File: config.mk
export PLATFORM = sky130hd
export DESIGN_NAME = multicycle_ctrl_flat
export DESIGN_NICKNAME = d
export VERILOG_FILES = /design/src/rtl/multicycle_ctrl_if.sv /design/src/rtl/multicycle_ctrl.sv /design/src/flat_wrapper.sv
export SDC_FILE = /design/constraint.sdc
export NUM_CORES = 1
export LEC_CHECK = 0
export ABC_CLOCK_PERIOD_IN_PS = 1600
export CAP_MARGIN = 10
export CORE_AREA = 2 2 67 69
export CTS_BUF_LIST = sky130_fd_sc_hd__clkbuf_8
export DETAILED_ROUTE_END_ITERATION = 8
export DIE_AREA = 0 0 69 71
export PLACE_DENSITY = 0.77
export SKIP_LAST_GASP = 1
export SYNTH_ARGS = -nofsm -noshare
export SYNTH_HDL_FRONTEND = slang
export SYNTH_SLANG_ARGS = --single-unit
File: constraint.sdc
create_clock -name clk -period 1.6 [get_ports clk]
set_clock_uncertainty 0.1 [all_clocks]
set_input_delay 0.32 -clock clk [delete_from_list [all_inputs] [get_ports clk]]
set_output_delay 0.32 -clock clk [all_outputs]
set_load 0.03 [all_outputs]
File: src/rtl/multicycle_ctrl_if.sv
// multicycle_ctrl_if: handshake, decode and status signals between the sequencer and the core/memories
interface multicycle_ctrl_if #(parameter int CNT_W = 32);
  logic [6:0] opcode;
  logic alu_zero;
  logic [2:0] funct3;
  logic imem_ready;
  logic dmem_ready;
  logic imem_req;
  logic dmem_req;
  logic ir_write;
  logic pc_write;
  logic pc_src;
  logic reg_write;
  logic mem2reg;
  logic alu_src;
  logic mem_read;
  logic mem_write;
  logic [1:0] alu_op;
  logic trap;
  logic [1:0] trap_cause;
  logic [CNT_W-1:0] cycle_cnt;
  logic [CNT_W-1:0] instret_cnt;
  modport master (
    input opcode, alu_zero, funct3, imem_ready, dmem_ready,
    output imem_req, dmem_req, ir_write, pc_write, pc_src, reg_write, mem2reg,
    alu_src, mem_read, mem_write, alu_op, trap, trap_cause, cycle_cnt, instret_cnt
  );
  modport slave (
    output opcode, alu_zero, funct3, imem_ready, dmem_ready,
    input imem_req, dmem_req, ir_write, pc_write, pc_src, reg_write, mem2reg,
    alu_src, mem_read, mem_write, alu_op, trap, trap_cause, cycle_cnt, instret_cnt
  );
endinterface

File: src/rtl/multicycle_ctrl.sv
// multicycle_ctrl: RV32 multi-cycle sequencer with memory handshakes, traps and optional perf counters (PERF_CNT_EN)
module multicycle_ctrl #(
  parameter int CNT_W = 32,
  parameter int MAX_WAIT = 15
) (
  input logic clk,
  input logic reset,
  multicycle_ctrl_if.master bus
);
  localparam int WW = MAX_WAIT > 0 ? $clog2(MAX_WAIT + 1) : 1;
  typedef enum logic [2:0] {FETCH, DECODE, EXEC, MEM, WB, TRAP} state_t;
  state_t state, nxt;
  logic [1:0] cause, cause_nxt;
  logic [WW-1:0] wait_cnt;
  logic is_r, is_i, is_lw, is_sw, is_br, legal, taken, req, rdy, timeout;
  assign is_r = bus.opcode == 7'b0110011;
  assign is_i = bus.opcode == 7'b0010011;
  assign is_lw = bus.opcode == 7'b0000011;
  assign is_sw = bus.opcode == 7'b0100011;
  assign is_br = bus.opcode == 7'b1100011;
  assign legal = is_r | is_i | is_lw | is_sw | is_br;
  assign taken = is_br & ((bus.funct3 == 3'b000 & bus.alu_zero) | (bus.funct3 == 3'b001 & ~bus.alu_zero));
  assign req = state == FETCH || state == MEM;
  assign rdy = state == FETCH ? bus.imem_ready : bus.dmem_ready;
  assign timeout = MAX_WAIT > 0 && req && !rdy && wait_cnt == WW'(MAX_WAIT);
  // state, trap cause and per-request wait counter; wait count restarts on every state change
  always_ff @(posedge clk) begin
    if (reset) begin
      state <= FETCH;
      cause <= 2'b00;
      wait_cnt <= '0;
    end else begin
      state <= nxt;
      cause <= cause_nxt;
      wait_cnt <= nxt != state ? '0 : (req && !rdy) ? wait_cnt + 1'b1 : wait_cnt;
    end
  end
  // next state and control outputs, all forced low while reset is asserted
  always_comb begin
    nxt = state;
    cause_nxt = cause;
    bus.imem_req = 1'b0;
    bus.dmem_req = 1'b0;
    bus.ir_write = 1'b0;
    bus.pc_write = 1'b0;
    bus.pc_src = 1'b0;
    bus.reg_write = 1'b0;
    bus.mem2reg = 1'b0;
    bus.alu_src = 1'b0;
    bus.mem_read = 1'b0;
    bus.mem_write = 1'b0;
    bus.alu_op = 2'b00;
    bus.trap = 1'b0;
    bus.trap_cause = 2'b00;
    if (!reset)
      case (state)
        FETCH: begin
          bus.imem_req = 1'b1;
          bus.ir_write = bus.imem_ready;
          bus.pc_write = bus.imem_ready;
          nxt = bus.imem_ready ? DECODE : timeout ? TRAP : FETCH;
          cause_nxt = timeout ? 2'b10 : cause;
        end
        DECODE: begin
          nxt = legal ? EXEC : TRAP;
          cause_nxt = legal ? cause : 2'b01;
        end
        EXEC: begin
          bus.alu_src = is_i | is_lw | is_sw;
          bus.alu_op = is_br ? 2'b01 : (is_lw | is_sw) ? 2'b00 : 2'b10;
          bus.pc_write = taken;
          bus.pc_src = taken;
          nxt = is_br ? FETCH : (is_lw | is_sw) ? MEM : WB;
        end
        MEM: begin
          bus.dmem_req = 1'b1;
          bus.mem_read = is_lw;
          bus.mem_write = is_sw;
          nxt = bus.dmem_ready ? (is_lw ? WB : FETCH) : timeout ? TRAP : MEM;
          cause_nxt = timeout ? 2'b11 : cause;
        end
        WB: begin
          bus.reg_write = 1'b1;
          bus.mem2reg = is_lw;
          nxt = FETCH;
        end
        TRAP: begin
          bus.trap = 1'b1;
          bus.trap_cause = cause;
        end
        default: nxt = FETCH;
      endcase
  end
`ifdef PERF_CNT_EN
  logic [CNT_W-1:0] cyc, ret;
  logic retire;
  assign retire = nxt == FETCH && (state == EXEC || state == MEM || state == WB);
  // free-running cycle count and retired-instruction count, both wrapping
  always_ff @(posedge clk) begin
    if (reset) begin
      cyc <= '0;
      ret <= '0;
    end else begin
      cyc <= cyc + 1'b1;
      ret <= retire ? ret + 1'b1 : ret;
    end
  end
  assign bus.cycle_cnt = reset ? '0 : cyc;
  assign bus.instret_cnt = reset ? '0 : ret;
`else
  assign bus.cycle_cnt = '0;
  assign bus.instret_cnt = '0;
`endif
endmodule

File: src/flat_wrapper.sv
// flat-port wrapper written by rule: the top's interface ports become plain ports
module multicycle_ctrl_flat 
#(
  parameter int CNT_W = 32,
  parameter int MAX_WAIT = 15
)
  (clk, reset, bus_opcode, bus_alu_zero, bus_funct3, bus_imem_ready, bus_dmem_ready, bus_imem_req, bus_dmem_req, bus_ir_write, bus_pc_write, bus_pc_src, bus_reg_write, bus_mem2reg, bus_alu_src, bus_mem_read, bus_mem_write, bus_alu_op, bus_trap, bus_trap_cause, bus_cycle_cnt, bus_instret_cnt);
  multicycle_ctrl_if #(.CNT_W(CNT_W)) bus_i ();
  input logic clk;
  input logic reset;
  input wire logic [$bits(bus_i.opcode)-1:0] bus_opcode;
  input wire logic [$bits(bus_i.alu_zero)-1:0] bus_alu_zero;
  input wire logic [$bits(bus_i.funct3)-1:0] bus_funct3;
  input wire logic [$bits(bus_i.imem_ready)-1:0] bus_imem_ready;
  input wire logic [$bits(bus_i.dmem_ready)-1:0] bus_dmem_ready;
  output wire logic [$bits(bus_i.imem_req)-1:0] bus_imem_req;
  output wire logic [$bits(bus_i.dmem_req)-1:0] bus_dmem_req;
  output wire logic [$bits(bus_i.ir_write)-1:0] bus_ir_write;
  output wire logic [$bits(bus_i.pc_write)-1:0] bus_pc_write;
  output wire logic [$bits(bus_i.pc_src)-1:0] bus_pc_src;
  output wire logic [$bits(bus_i.reg_write)-1:0] bus_reg_write;
  output wire logic [$bits(bus_i.mem2reg)-1:0] bus_mem2reg;
  output wire logic [$bits(bus_i.alu_src)-1:0] bus_alu_src;
  output wire logic [$bits(bus_i.mem_read)-1:0] bus_mem_read;
  output wire logic [$bits(bus_i.mem_write)-1:0] bus_mem_write;
  output wire logic [$bits(bus_i.alu_op)-1:0] bus_alu_op;
  output wire logic [$bits(bus_i.trap)-1:0] bus_trap;
  output wire logic [$bits(bus_i.trap_cause)-1:0] bus_trap_cause;
  output wire logic [$bits(bus_i.cycle_cnt)-1:0] bus_cycle_cnt;
  output wire logic [$bits(bus_i.instret_cnt)-1:0] bus_instret_cnt;
  assign bus_i.opcode = bus_opcode;
  assign bus_i.alu_zero = bus_alu_zero;
  assign bus_i.funct3 = bus_funct3;
  assign bus_i.imem_ready = bus_imem_ready;
  assign bus_i.dmem_ready = bus_dmem_ready;
  assign bus_imem_req = bus_i.imem_req;
  assign bus_dmem_req = bus_i.dmem_req;
  assign bus_ir_write = bus_i.ir_write;
  assign bus_pc_write = bus_i.pc_write;
  assign bus_pc_src = bus_i.pc_src;
  assign bus_reg_write = bus_i.reg_write;
  assign bus_mem2reg = bus_i.mem2reg;
  assign bus_alu_src = bus_i.alu_src;
  assign bus_mem_read = bus_i.mem_read;
  assign bus_mem_write = bus_i.mem_write;
  assign bus_alu_op = bus_i.alu_op;
  assign bus_trap = bus_i.trap;
  assign bus_trap_cause = bus_i.trap_cause;
  assign bus_cycle_cnt = bus_i.cycle_cnt;
  assign bus_instret_cnt = bus_i.instret_cnt;
  multicycle_ctrl #(.CNT_W(CNT_W), .MAX_WAIT(MAX_WAIT)) u_core (.clk(clk), .reset(reset), .bus(bus_i));
endmodule
==> results of run 1 <==
-- final timing paths --
| check | endpoint | slack [ps] |
|---|---|---|
| worst min-delay path | u_core.cause[0]$_SDFFE_PP0P_ | 370 |
| worst max-delay path | bus_pc_write | -330 |
| worst min register to register | u_core.cause[0]$_SDFFE_PP0P_ | 370 |
| worst max register to register | u_core.wait_cnt[0]$_SDFFE_PP0P_ | -320 |
-- flip-flops by register name, summed over array words and instances, names as in the netlist --
signal           flops
u_core.cause         2
u_core.wait_cnt      4
u_core.state         3
-- repair_timing --
item | CTS | global route
resized for setup | 70 | 30
endpoints found under the setup margin | 23 | 22
pin swaps | 17 | 17
setup buffers | 16 | 14
-- critical path: cells and delay by family --
kind / cells / cell delay, ps
simple gates: 5 / 980
buf+inv: 2 / 210
-- report_power, final --
group / leakage [nW] / switching [mW] / internal (mW) / total [mW]
sequential: 0.0761 / 0.0150 / 0.237 / 0.252
clock: 0.0269 / 0.100 / 0.168 / 0.268
combinational: 0.969 / 0.378 / 0.215 / 0.593
-- layout make-up --
| type | instances | share of cell area (%) |
|---|---|---|
| clock buffers | 3 | 1.80 |
| flip-flops and latches | 9 | 8.35 |
| well taps | 52 | 2.84 |
| clock inverters | 1 | 0.164 |
| repair buffers | 96 | 38.5 |
| inverters | 4 | 0.764 |
| multi-input cells | 144 | 47.6 |
-- cells in the mapped netlist (2+ instances only) --
library cell | instances | area, um^2
o211ai_1 | 2 | 15.0
nor2b_1 | 2 | 12.5
inv_1 | 3 | 11.3
nor4_1 | 5 | 31.3
nand4bb_1 | 2 | 22.5
nand3b_1 | 2 | 15.0
buf_4 | 65 | 488
o21ai_0 | 3 | 15.0
dfxtp_1 | 9 | 180
nor3_1 | 6 | 30.0
a21oi_1 | 3 | 15.0
a31oi_1 | 2 | 12.5
nand2_1 | 7 | 26.3
and2_1 | 3 | 18.8
a31o_1 | 2 | 17.5
buf_6 | 3 | 33.8
nor2_1 | 9 | 33.8
nor4b_1 | 2 | 17.5
xor2_1 | 3 | 26.3
-- stage by stage --
stage / utilization, % / setup TNS [ps] / instance area [um^2] / std cells / hold WS [ps]
5_1_grt: 54.5 / -5640 / 2290 / 309 / 398
3_3_place_gp: 42.2 / -11240 / 1780 / 283 / 345
6_report: 54.5 / -4230 / 2290 / 309 / 368
4_1_cts: 49.1 / -4000 / 2060 / 300 / 364
2_1_floorplan: - / -3050 / 1620 / 226 / 331
3_5_place_dp: 42.2 / -11620 / 1780 / 283 / 351
-- layer usage --
metal	track usage [%]	vias up	part of all wire, %
met5	0	-	0
met4	5.23	0	0.90
met3	3.85	5	4.8
met2	25.4	45	54
met1	16.4	668	40
li1	-	634	-
-- cells by family after synthesis --
group	Yosys count
compound gates	22
xor+xnor	4
fa+ha+maj	1
buf+inv	73
flops	9
mux	1
other cells	1
simple gates	52
==> impl_metrics.tcl, run 1 <==
set metrics [dict create \
    worstPathArrival_ps 1510 \
    period_share_pct 121 \
    grt_first_pass_wirelength_um 5600 \
    die_w_um 69 \
    grt_max_degree 7 \
    setup_viol 21 \
    cts_sinks 9 \
    layout_common_cells "conb_1, buf_4, buf_6, nor2_1" \
    drive_gt1_share_pct 55.3 \
    crit_type "in2out" \
    synth_top_family_by_area "buffers and inverters" \
    gr-usage-all-layers_pct 14.3 \
    die_h_um 71 \
    dr.pass1.iters 4 \
    num_rows 24 \
    status "finished, violations left" \
    start_util_pct 30.6 \
    hold_violations 0 \
    grt_pass1_vias 1207 \
    min_period_ps 1930 \
    synth-simple-area-share_pct 26.1 \
    synth-edff-count 0 \
    postCtsHoldBufs 0 \
    violations "negative setup slack" \
    crit_start "bus_opcode[3]" \
    drtIter0Drc 40 \
    fillers 346 \
    layout_commonest_cell "conb_1" \
    die_area_um2 4900 \
    antenna_found_initial 0 \
    dp_slack_ps -764 \
    vias_per_cell 4.38 \
    drcViolationCount 0 \
    core_area_um2 4200 \
    syn_to_final_growth_pct 78.0 \
    min-delay-start "u_core.cause[0]$_SDFFE_PP0P_" \
    path_max_fanout 2 \
    synthXorXnorAreaFrac_pct 2.72 \
    regArea_um2 191 \
    slowest_delay_ps 290 \
    slew_viol_final 0 \
    crit_path_end_kind "output port" \
    cts.clk_slew.worst_paths_ps 50 \
    synth_mux_area_share_pct 0.777 \
    ys_seq_elements 9 \
    syn_area_um2 1290 \
    routedWlPerCell_um 12.5 \
    cts_root_buffer "clkbuf_8" \
    clk_latency_ps 240 \
    critical-path-slowest-cell "and4bb_1" \
    critPathRequiredTime_ps 1180 \
    crit_path_frequent_cell "buf_6" \
    power_per_cell_area_nw_per_um2 486 \
    cts_buffers 3 \
    htreeDepth 1 \
    synth_adder_area_share_pct 0.972 \
    finalPower_mw 1.11 \
    reg2reg_depth 7 \
    rsz0062_at_grt "true" \
    syn_avg_cell_area_um2 7.90 \
    worst_hold_path_type "reg2reg" \
    fmax_ghz 0.517 \
    gp_congestion 0.824 \
    synthArstFlopShare_pct 0 \
    leakage_nw 1.07 \
    synth_compound_gate_area_share_pct 12.3 \
    synth-seq-area-share_pct 14.0 \
    syn_inst 163 \
    start_kind "input port" \
    top_level_ports 94 \
    routed_wl_um 3870 \
    antenna_cells 0 \
    port_buffers 29 \
    clock_path_buffers 2 \
    drv_cap 0 \
    multi_input_area_um2 1090 \
    tritoncts "built" \
    drtAntennaViolNets 0 \
    yosys_most_used_dff "dfxtp_1" \
    hold_depth 2 \
    ys.warnings.count 0 \
    timing.final.ws_setup_ps -333 \
    peakVddDrop_mv 0.216 \
    synth_cell_type_count 49 \
    worstPathCellList "buf_6 -> and4bb_1 -> nand2_2 -> nor3_4 -> nor4b_4 -> or2_4 -> buf_6" \
    r2r-start "u_core.state[1]$_SDFF_PP0_" \
    vias 1352 \
    hpwl_um 2540 \
    fin_nets 274 \
    grt_overflow 0 \
]
Power figures use the tool's default switching activity.
==> run 2: changes to the inputs <==
--- a/config.mk
+++ b/config.mk
@@ -7,12 +7,11 @@
 export LEC_CHECK = 0
 export ABC_CLOCK_PERIOD_IN_PS = 1600
 export CAP_MARGIN = 10
-export CORE_AREA = 2 2 67 69
+export CORE_AREA = 2 2 93 50
 export CTS_BUF_LIST = sky130_fd_sc_hd__clkbuf_8
 export DETAILED_ROUTE_END_ITERATION = 8
-export DIE_AREA = 0 0 69 71
-export PLACE_DENSITY = 0.77
-export SKIP_LAST_GASP = 1
+export DIE_AREA = 0 0 95 52
+export PLACE_DENSITY = 0.78
 export SYNTH_ARGS = -nofsm -noshare
 export SYNTH_HDL_FRONTEND = slang
 export SYNTH_SLANG_ARGS = --single-unit
==> run 2 against run 1 <==
Effect of this change: the flow still finishes with violations (negative setup slack); total power fell by 5.1%; sequential power barely moved; critical endpoint unchanged; clock-buffer cell count did not move; non-clock buffer count fell by 18; register-to-register slack improved by 30 ps; clock power barely moved; worst setup slack got worse by 15 ps; global-route usage fell by 0.86 points; via count fell by 8.0%; die area rose by 0.84%.
==> impl_metrics.tcl, run 2 (same netlist as run 1, synthesis figures left out) <==
set metrics [dict create \
    status "finished, violations left" \
    violations "negative setup slack" \
    dr.pass1.iters 4 \
    worst_hold_path_type "reg2reg" \
    fmax_ghz 0.514 \
    clock_path_buffers 2 \
    vias_per_cell 4.20 \
    cts_sinks 9 \
    hold_violations 0 \
    drv_cap 0 \
    layout_common_cells "conb_1, buf_4, buf_6, nor2_1, dfxtp_1" \
    top_level_ports 94 \
    regArea_um2 189 \
    grt_max_degree 11 \
    grt_pass1_vias 990 \
    min_period_ps 1950 \
    setup_viol 20 \
    num_rows 17 \
    die_area_um2 4940 \
    syn_to_final_growth_pct 56.9 \
    timing.final.ws_setup_ps -347 \
    critPathRequiredTime_ps 1180 \
    die_w_um 95 \
    top_register "u_core.wait_cnt" \
    drtAntennaViolNets 0 \
    p_comb_share_pct 51.0 \
    htreeDepth 1 \
    gp_congestion 0.909 \
    tritoncts "built" \
    whs_ps 386 \
    start_kind "flip-flop" \
    switchingPower_mw 0.475 \
    setup_tns_ps -3980 \
    vias 1244 \
    grt_first_pass_wirelength_um 4890 \
    fin_nets 256 \
    gr-usage-all-layers_pct 13.4 \
    cts_buffers 3 \
    dp_slack_ps -714 \
    leakage_nw 0.960 \
    peakVddDrop_mv 0.217 \
    rsz0062_at_grt "true" \
    hpwl_um 2680 \
    routed_wl_um 3790 \
    utilization_pct 48.2 \
    p_clk_share_pct 25.1 \
    fin_cells 296 \
    drive_gt1_share_pct 48.5 \
    p_sw_share_pct 44.9 \
    hold_depth 2 \
    slew_viol_final 0 \
    clk_latency_ps 240 \
    largest_reg_flops 4 \
    period_share_pct 122 \
    fillers 385 \
    crit_type "reg2out" \
    antenna_found_initial 0 \
    routedWlPerCell_um 12.8 \
    drtIter0Drc 122 \
    grt_overflow 0 \
    crit_path_end_kind "output port" \
    power_per_cell_area_nw_per_um2 523 \
    reg2reg_depth 5 \
    port_buffers 29 \
    postCtsHoldBufs 0 \
    worstPathArrival_ps 1530 \
    start_util_pct 30.7 \
    layout_commonest_cell "conb_1" \
    reg_top3 "u_core.wait_cnt: 4 flops, u_core.state: 3 flops, u_core.cause: 2 flops" \
    drcViolationCount 0 \
    die_h_um 52 \
    cts_root_buffer "clkbuf_8" \
    dp.cells 281 \
    path_max_fanout 7 \
    sequentialPowerShare_pct 24.0 \
    core_area_um2 4190 \
    cts.clk_slew.worst_paths_ps 50 \
    antenna_cells 0 \
    multi_input_area_um2 1030 \
    p_int_mw 0.582 \
]
==> run 2: cell types whose count changed in the layout (fill, tap and decap cells not counted), moves of 3 or more <==
cell,change
nor4_2,+3
buf_12,-4
nor4_4,-3
buf_4,-6
buf_6,-9
==> run 2: through the flow <==
stage	total power [mW]	cell area [um^2]
4_1_cts	1.00	1840
3_5_place_dp	0.711	1690
6_report	1.06	2020
3_3_place_gp	0.704	1690
5_1_grt	1.11	2020
2_1_floorplan	0.697	1620
==> run 2: power by group through the flow <==
stage	Combinational (mW)	Clock [mW]	Sequential, mW
floorplan	0.449	0	0.248
global placement	0.449	0	0.255
detailed placement	0.456	0	0.255
CTS	0.480	0.270	0.252
global route	0.568	0.284	0.254
finish	0.539	0.265	0.253
==> run 2: worst max-delay path, stage by stage (launching register included) <==
cell and delay (ps):
dfxtp_4 380, nor2b_4 140, nand2_2 80, nor3_4 170, nor4b_4 240, or2_4 160, buf_6 120
==> run 2: final timing paths <==
path	from	to	slack, ps
setup / recovery	u_core.state[0]$_SDFF_PP0_	bus_pc_write	-350
hold / removal	u_core.cause[0]$_SDFFE_PP0P_	u_core.cause[0]$_SDFFE_PP0P_	390
setup reg to reg	u_core.state[2]$_SDFF_PP0_	u_core.wait_cnt[1]$_SDFFE_PP0P_	-290
hold reg to reg	u_core.cause[0]$_SDFFE_PP0P_	u_core.cause[0]$_SDFFE_PP0P_	390
==> run 2: area by class of cell <==
cell class | count | area share (%)
clock buffer | 3 | 2.04
tap | 57 | 3.53
sequential | 9 | 9.36
timing repair buffer | 78 | 33.2
multi-input combinational | 144 | 50.9
clock inverter | 1 | 0.186
inverter | 4 | 0.743
==> run 2: routing by layer <==
layer	GRT usage, %	wire [um]
met4	2.66	25
met2	20.6	1910
met1	17.8	1600
met5	0	0
met3	5.51	253
==> run 2: repair_timing <==
item                                    CTS  global route
endpoints found under the setup margin   24            22
buffers inserted                          3             8
pin swaps                                10            13
gates resized for setup                  45            33
